**src/rtl/vga_rect_fill.sv**
```systemverilog
// vga_rect_fill: rectangle-fill engine feeding the 80x60 framebuffer write port.
//
// The MCU loads two corners and a colour through config writes, then issues
// START. The engine streams one framebuffer write per clock in raster order
// over the clamped, normalised rectangle, then pulses DONE for one cycle.
//
// Ports:
//   CLK       system clock
//   RESET_N   synchronous active-low reset
//   CFG_WE    config write strobe (one cycle per write)
//   CFG_SEL   register select: 0 X0, 1 Y0, 2 X1, 3 Y1, 4 COLOR, 5 START, 6 ABORT, 7 reserved
//   CFG_DATA  config write data
//   BUSY      high whenever the engine is not idle
//   DONE      one-cycle pulse after a fill completes normally
//   FB_WA     framebuffer address {Y, X}
//   FB_WD     pixel colour (RRRGGGBB)
//   FB_WE     framebuffer write enable
module vga_rect_fill #(
    parameter int unsigned H_PIX = 80,
    parameter int unsigned V_PIX = 60,
    parameter int unsigned X_W   = 7,
    parameter int unsigned Y_W   = 6
) (
    input  logic                 CLK,
    input  logic                 RESET_N,
    input  logic                 CFG_WE,
    input  logic [2:0]           CFG_SEL,
    input  logic [7:0]           CFG_DATA,
    output logic                 BUSY,
    output logic                 DONE,
    output logic [Y_W+X_W-1:0]   FB_WA,
    output logic [7:0]           FB_WD,
    output logic                 FB_WE
);

    localparam logic [2:0] SelX0    = 3'd0;
    localparam logic [2:0] SelY0    = 3'd1;
    localparam logic [2:0] SelX1    = 3'd2;
    localparam logic [2:0] SelY1    = 3'd3;
    localparam logic [2:0] SelColor = 3'd4;
    localparam logic [2:0] SelStart = 3'd5;
    localparam logic [2:0] SelAbort = 3'd6;

    // Largest legal coordinates, in the width of the config registers.
    localparam logic [7:0] XLim = 8'(H_PIX - 1);
    localparam logic [7:0] YLim = 8'(V_PIX - 1);

    typedef enum logic [1:0] {
        StIdle = 2'd0,
        StFill = 2'd1,
        StDone = 2'd2
    } state_e;

    state_e state_q, state_d;

    // Config registers hold the raw 8-bit values so START can clamp them.
    logic [7:0] x0_q, x0_d;
    logic [7:0] y0_q, y0_d;
    logic [7:0] x1_q, x1_d;
    logic [7:0] y1_q, y1_d;
    logic [7:0] color_q, color_d;

    // Normalised bounds and the current raster position.
    logic [X_W-1:0] xmin_q, xmin_d;
    logic [X_W-1:0] xmax_q, xmax_d;
    logic [Y_W-1:0] ymin_q, ymin_d;
    logic [Y_W-1:0] ymax_q, ymax_d;
    logic [X_W-1:0] cx_q, cx_d;
    logic [Y_W-1:0] cy_q, cy_d;

    // Clamped corner coordinates, only consumed when START is accepted.
    logic [X_W-1:0] x0_c, x1_c;
    logic [Y_W-1:0] y0_c, y1_c;

    logic abort_req;
    logic at_row_end;
    logic at_last;

    always_comb begin
        x0_c = (x0_q > XLim) ? XLim[X_W-1:0] : x0_q[X_W-1:0];
        x1_c = (x1_q > XLim) ? XLim[X_W-1:0] : x1_q[X_W-1:0];
        y0_c = (y0_q > YLim) ? YLim[Y_W-1:0] : y0_q[Y_W-1:0];
        y1_c = (y1_q > YLim) ? YLim[Y_W-1:0] : y1_q[Y_W-1:0];
    end

    assign abort_req  = CFG_WE && (CFG_SEL == SelAbort);
    assign at_row_end = (cx_q == xmax_q);
    assign at_last    = at_row_end && (cy_q == ymax_q);

    // Next-state logic.
    always_comb begin
        state_d = state_q;
        x0_d    = x0_q;
        y0_d    = y0_q;
        x1_d    = x1_q;
        y1_d    = y1_q;
        color_d = color_q;
        xmin_d  = xmin_q;
        xmax_d  = xmax_q;
        ymin_d  = ymin_q;
        ymax_d  = ymax_q;
        cx_d    = cx_q;
        cy_d    = cy_q;

        unique case (state_q)
            StIdle: begin
                if (CFG_WE) begin
                    case (CFG_SEL)
                        SelX0:    x0_d    = CFG_DATA;
                        SelY0:    y0_d    = CFG_DATA;
                        SelX1:    x1_d    = CFG_DATA;
                        SelY1:    y1_d    = CFG_DATA;
                        SelColor: color_d = CFG_DATA;
                        SelStart: begin
                            xmin_d  = (x0_c < x1_c) ? x0_c : x1_c;
                            xmax_d  = (x0_c < x1_c) ? x1_c : x0_c;
                            ymin_d  = (y0_c < y1_c) ? y0_c : y1_c;
                            ymax_d  = (y0_c < y1_c) ? y1_c : y0_c;
                            cx_d    = (x0_c < x1_c) ? x0_c : x1_c;
                            cy_d    = (y0_c < y1_c) ? y0_c : y1_c;
                            state_d = StFill;
                        end
                        // ABORT is a no-op in idle; select 7 is reserved.
                        default: ;
                    endcase
                end
            end
            StFill: begin
                if (at_row_end) begin
                    cx_d = xmin_q;
                    // Never step past the last row; the position is idle after the fill.
                    if (!at_last) begin
                        cy_d = cy_q + 1'b1;
                    end
                end else begin
                    cx_d = cx_q + 1'b1;
                end
                if (at_last) begin
                    state_d = StDone;
                end
                // The write presented this cycle still lands; abort only stops the next.
                if (abort_req) begin
                    state_d = StIdle;
                end
            end
            StDone: begin
                state_d = StIdle;
            end
            default: begin
                state_d = StIdle;
            end
        endcase
    end

    // Outputs are decoded from the state and registers only.
    always_comb begin
        BUSY  = 1'b0;
        DONE  = 1'b0;
        FB_WE = 1'b0;
        FB_WA = '0;
        FB_WD = '0;
        unique case (state_q)
            StIdle: ;
            StFill: begin
                BUSY  = 1'b1;
                FB_WE = 1'b1;
                FB_WA = {cy_q, cx_q};
                FB_WD = color_q;
            end
            StDone: begin
                BUSY = 1'b1;
                DONE = 1'b1;
            end
            default: ;
        endcase
    end

    always_ff @(posedge CLK) begin
        if (!RESET_N) begin
            state_q <= StIdle;
            x0_q    <= '0;
            y0_q    <= '0;
            x1_q    <= '0;
            y1_q    <= '0;
            color_q <= '0;
            xmin_q  <= '0;
            xmax_q  <= '0;
            ymin_q  <= '0;
            ymax_q  <= '0;
            cx_q    <= '0;
            cy_q    <= '0;
        end else begin
            state_q <= state_d;
            x0_q    <= x0_d;
            y0_q    <= y0_d;
            x1_q    <= x1_d;
            y1_q    <= y1_d;
            color_q <= color_d;
            xmin_q  <= xmin_d;
            xmax_q  <= xmax_d;
            ymin_q  <= ymin_d;
            ymax_q  <= ymax_d;
            cx_q    <= cx_d;
            cy_q    <= cy_d;
        end
    end

endmodule
```
**config.mk**
```make
export PLATFORM = sky130hd
export DESIGN_NAME = vga_rect_fill
export DESIGN_NICKNAME = d
export VERILOG_FILES = /design/src/rtl/vga_rect_fill.sv
export SDC_FILE = /design/constraint.sdc
export NUM_CORES = 1
export LEC_CHECK = 0
export BUFFER_PORTS_ARGS = -buffer_cell sky130_fd_sc_hd__buf_2
export CORE_ASPECT_RATIO = 0.9
export CORE_MARGIN = 4
export CORE_UTILIZATION = 45
export CTS_CLUSTER_DIAMETER = 120
export CTS_CLUSTER_SIZE = 25
export DETAILED_ROUTE_END_ITERATION = 8
export GPL_TIMING_DRIVEN = 0
export PLACE_DENSITY = 0.69
export SLEW_MARGIN = 30
export SYNTH_ARGS = -nofsm -noshare
export SYNTH_HDL_FRONTEND = slang
export SYNTH_SLANG_ARGS = --single-unit
export TNS_END_PERCENT = 50
```
**constraint.sdc**
```tcl
create_clock -name CLK -period 3.9 [get_ports CLK]
set_input_delay 0.195 -clock CLK [delete_from_list [all_inputs] [get_ports CLK]]
set_output_delay 0.195 -clock CLK [all_outputs]
set_load 0.1 [all_outputs]
```
==> run_results.csv <==
group,metric,value,unit
synth,syn_inst,509,
critical_path,endpoint_kind,"output port",
sta,period_needed,3.19,ns
floorplan,fp.coreArea,9250,µm²
critical_path,cp-endpoint,"FB_WD[4]",
floorplan,dieArea,11200,µm²
cts,clock_sinks,75,
critical_path,worstReg2RegEnd,"cy_q[0]",
critical_path,crit_slowest_cell,"clkbuf_1",
cts,clk_latency,0.36,ns
cts,cts_tree,"yes",
detailed_routing,via_count,3903,
grt,overflow,0,
cts,clk_path_buf_depth,2,
cts,postCtsHoldBufs,0,
synth,syn_area,4320,µm²
critical_path,crit_top_cell,"clkbuf_1",
cts,cts_setup_buffers,0,
detailed_routing,wl,11500,µm
synth,synth_flop_cell,"dfxtp_1",
synth,synth_edf_count,0,
grt,grt_use_total,20.8,%
cts,htreeDepth,3,
sta,clock-skew-final,0.0114,ns
critical_path,critPathTopFamily,"buffers and inverters",
detailed_routing,wl_per_cell,16.9,µm
floorplan,rows,33,
synth,yosysUniqueCellTypes,58,
synth,netlist.area_leader.share,34.8,%
placed_design,gp_congestion,0.885,
worst_hold_path,hold_path_class,"input pin to flip-flop",
sta,tightest_slew,0.728,ns
cts,cts_root_buf,"clkbuf_8",
critical_path,path_cells,"inv_1 -> ha_1 -> clkbuf_1 -> clkbuf_1 -> clkbuf_1 -> and2_1 -> buf_2",
critical_path,crit_cells,7,
critical_path,reg2regPathDepth,8,
synth,syn_nets,539,
pwr,powerDensity,383,nW/µm²
grt,grt_max_degree,13,
critical_path,crit_type,"flip-flop to output port",
cts,cts-resized-gates,0,
critical_path,crit_start,"state_q[1]",
sta,drv_slew,0,
placed_design,pre_cts_ws,1.03,ns
synth,synth_seq_cells,75,
critical_path,cp-start-kind,"flip-flop",
sta,final.setup.worst_slack,0.707,ns
critical_path,cpPeakStageDelay,0.50,ns
cts,numCtsBuffers,9,
grt,grt_pass1_vias,3671,
pwr,vdd_drop_max,206,µV
synth,avgSynthCellArea,8.48,µm²
sta,fmax,313,MHz
sta,grt_setup_unrepaired,"false",
sta,finalCritPeriodShare,81.9,%
sta,tns,0,ns
grt,antenna_found_initial,0,
synth,ys_warn_count,0,
placed_design,io_buffers,35,
final_layout,area_growth,12.3,%
synth,seq_area_frac_synth,34.8,%
synth,post-synth-top-area-cell,"dfxtp_1",
critical_path,crit_required,3.70,ns
floorplan,start_util,46.7,%
synth,synth_area_leaders,"dfxtp_1 35%, mux2i_1 12%, nor2_1 5.1%, ha_1 4.6%, nand2_1 3.7%",
final_layout,final_nets,585,
worst_hold_path,holdPathStages,3,
synth,async_flop_share,0,%
detailed_routing,drt_iter0_markers,290,
critical_path,worstReg2RegStart,"y0_q[4]",
detailed_routing,drc,0,
detailed_routing,ant_nets,0,
critical_path,r2r_slack,0.97,ns
critical_path,cp_data_arrival_time,3.00,ns
final_layout,antenna-diode-count,0,
floorplan,ios,38,
critical_path,path_buf_inv,5,
detailed_routing,dr.pass1.iters,5,
cts,cts.reportedPaths.clkPinSlew,0.08,ns
final_layout,drive_above_1_share,13.2,%
detailed_routing,via_per_inst,5.72,
floorplan,die_w,111,µm
floorplan,die_h,101,µm
sta,setup_violations,0,
sta,slew_headroom,50.2,%
sta,hold_violations,0,
flow_run,maxCapViolCount,0,
grt,grt_pass1_wl,18800,µm
run_status,status,"completed",
placed_design,hpwl,8800,µm
pwr,p_leak,2.12,nW
critical_path,cp_max_fo,10,
sequential cells by signal, indices dropped and copies added (netlist names):
name / cells
cx_q: 7
color_q: 8
ymax_q: 6
cy_q: 6
xmax_q: 7
x0_q: 8
x1_q: 8
y1_q: 8
xmin_q: 7
y0_q: 8
state_q: 2
metrics by stage:
step                util, %  cells  power [mW]  instance area, µm²  hold slack, ns
floorplan                 -    509        1.17                4320           0.339
global placement       50.2    666        1.26                4640           0.467
detailed placement     50.4    666        1.28                4660           0.473
CTS                    52.4    682        1.86                4850           0.168
global route           52.4    682        1.93                4850           0.188
finish                 52.4    682        1.85                4850           0.177
cell usage in the layout (no fill, tap or decap), types with 20 or more instances in the layout:
cell type | synthesis | routed
nand2_1 | 43 | 43
mux2i_1 | 51 | 51
dfxtp_1 | 75 | 75
nor2_1 | 59 | 59
and2_1 | 24 | 24
a21oi_1 | 20 | 20
clkbuf_1 | 20 | 22
buf_2 | 5 | 40
o21ai_0 | 22 | 22
synth_stat cells, types with 3 or more instances:
master    count
xor2_1       14
and3_1        4
nor2_1       59
clkbuf_1     20
o22ai_1       6
a21oi_1      20
xnor2_1       4
ha_1         16
nand2_1      43
or3_1        10
nand3b_1      8
a31oi_1       6
dfxtp_1      75
buf_1         3
inv_1        16
buf_2         5
mux2_2        4
o21ai_0      22
nand4_1       7
nand3_1      16
nor4_2        3
o21a_1        4
nor3_1        8
nand2b_1      4
mux2i_1      51
o221ai_1      9
o211ai_1     10
and2_1       24
logic make-up after synthesis:
group,Yosys count,synth area share (%)
buffers and inverters,45,4.23
DFF,75,34.8
adders and majority gates,16,4.64
and+or+nand+nor,199,23.7
muxes,56,13.1
AOI/OAI and AO/OA,100,15.9
xor gates and xnor gates,18,3.65
worst min path at each step:
stage | endpoint | from
finish | y1_q[0] | CFG_DATA[0]
global route | color_q[5] | CFG_DATA[5]
CTS | y0_q[7] | CFG_DATA[7]
detailed placement | y0_q[0] | y0_q[0]
global placement | xmin_q[6] | xmin_q[6]
floorplan | x1_q[0] | CFG_DATA[0]
final cells by class:
class	count	area (µm²)
multi-input combinational	389	2650
buffer	29	123
clock inverter	5	53.8
sequential	75	1500
timing repair buffer	35	175
inverter	16	60.1
tap	122	153
fill	896	4400
clock buffer	11	131
routing by layer:
metal  routed length [µm]  vias up  share of wire, %  global-route usage (%)
li1                     -     1905                 -                       -
met1                 5650     1859                49                    29.2
met2                 5060      128                44                    33.2
met3                  686       11               6.0                    3.66
met4                   99        0              0.86                    5.24
met5                    0        -                 0                       0
worst register-to-register path, stage by stage (launching register included):
cell and delay [ns]:
dfxtp_1 0.34, or3_1 0.47, ha_1 0.35, a21o_1 0.20, a221oi_2 0.46, a21oi_1 0.11, a2111oi_0 0.66, a21oi_1 0.09
a21oi_1 0.18
power by group:
part           internal [mW]  switching [mW]
Sequential             0.787          0.0211
Combinational          0.157           0.304
Clock                  0.294           0.291
Total                   1.24           0.616
No activity file was read; power rests on OpenSTA's default activity.
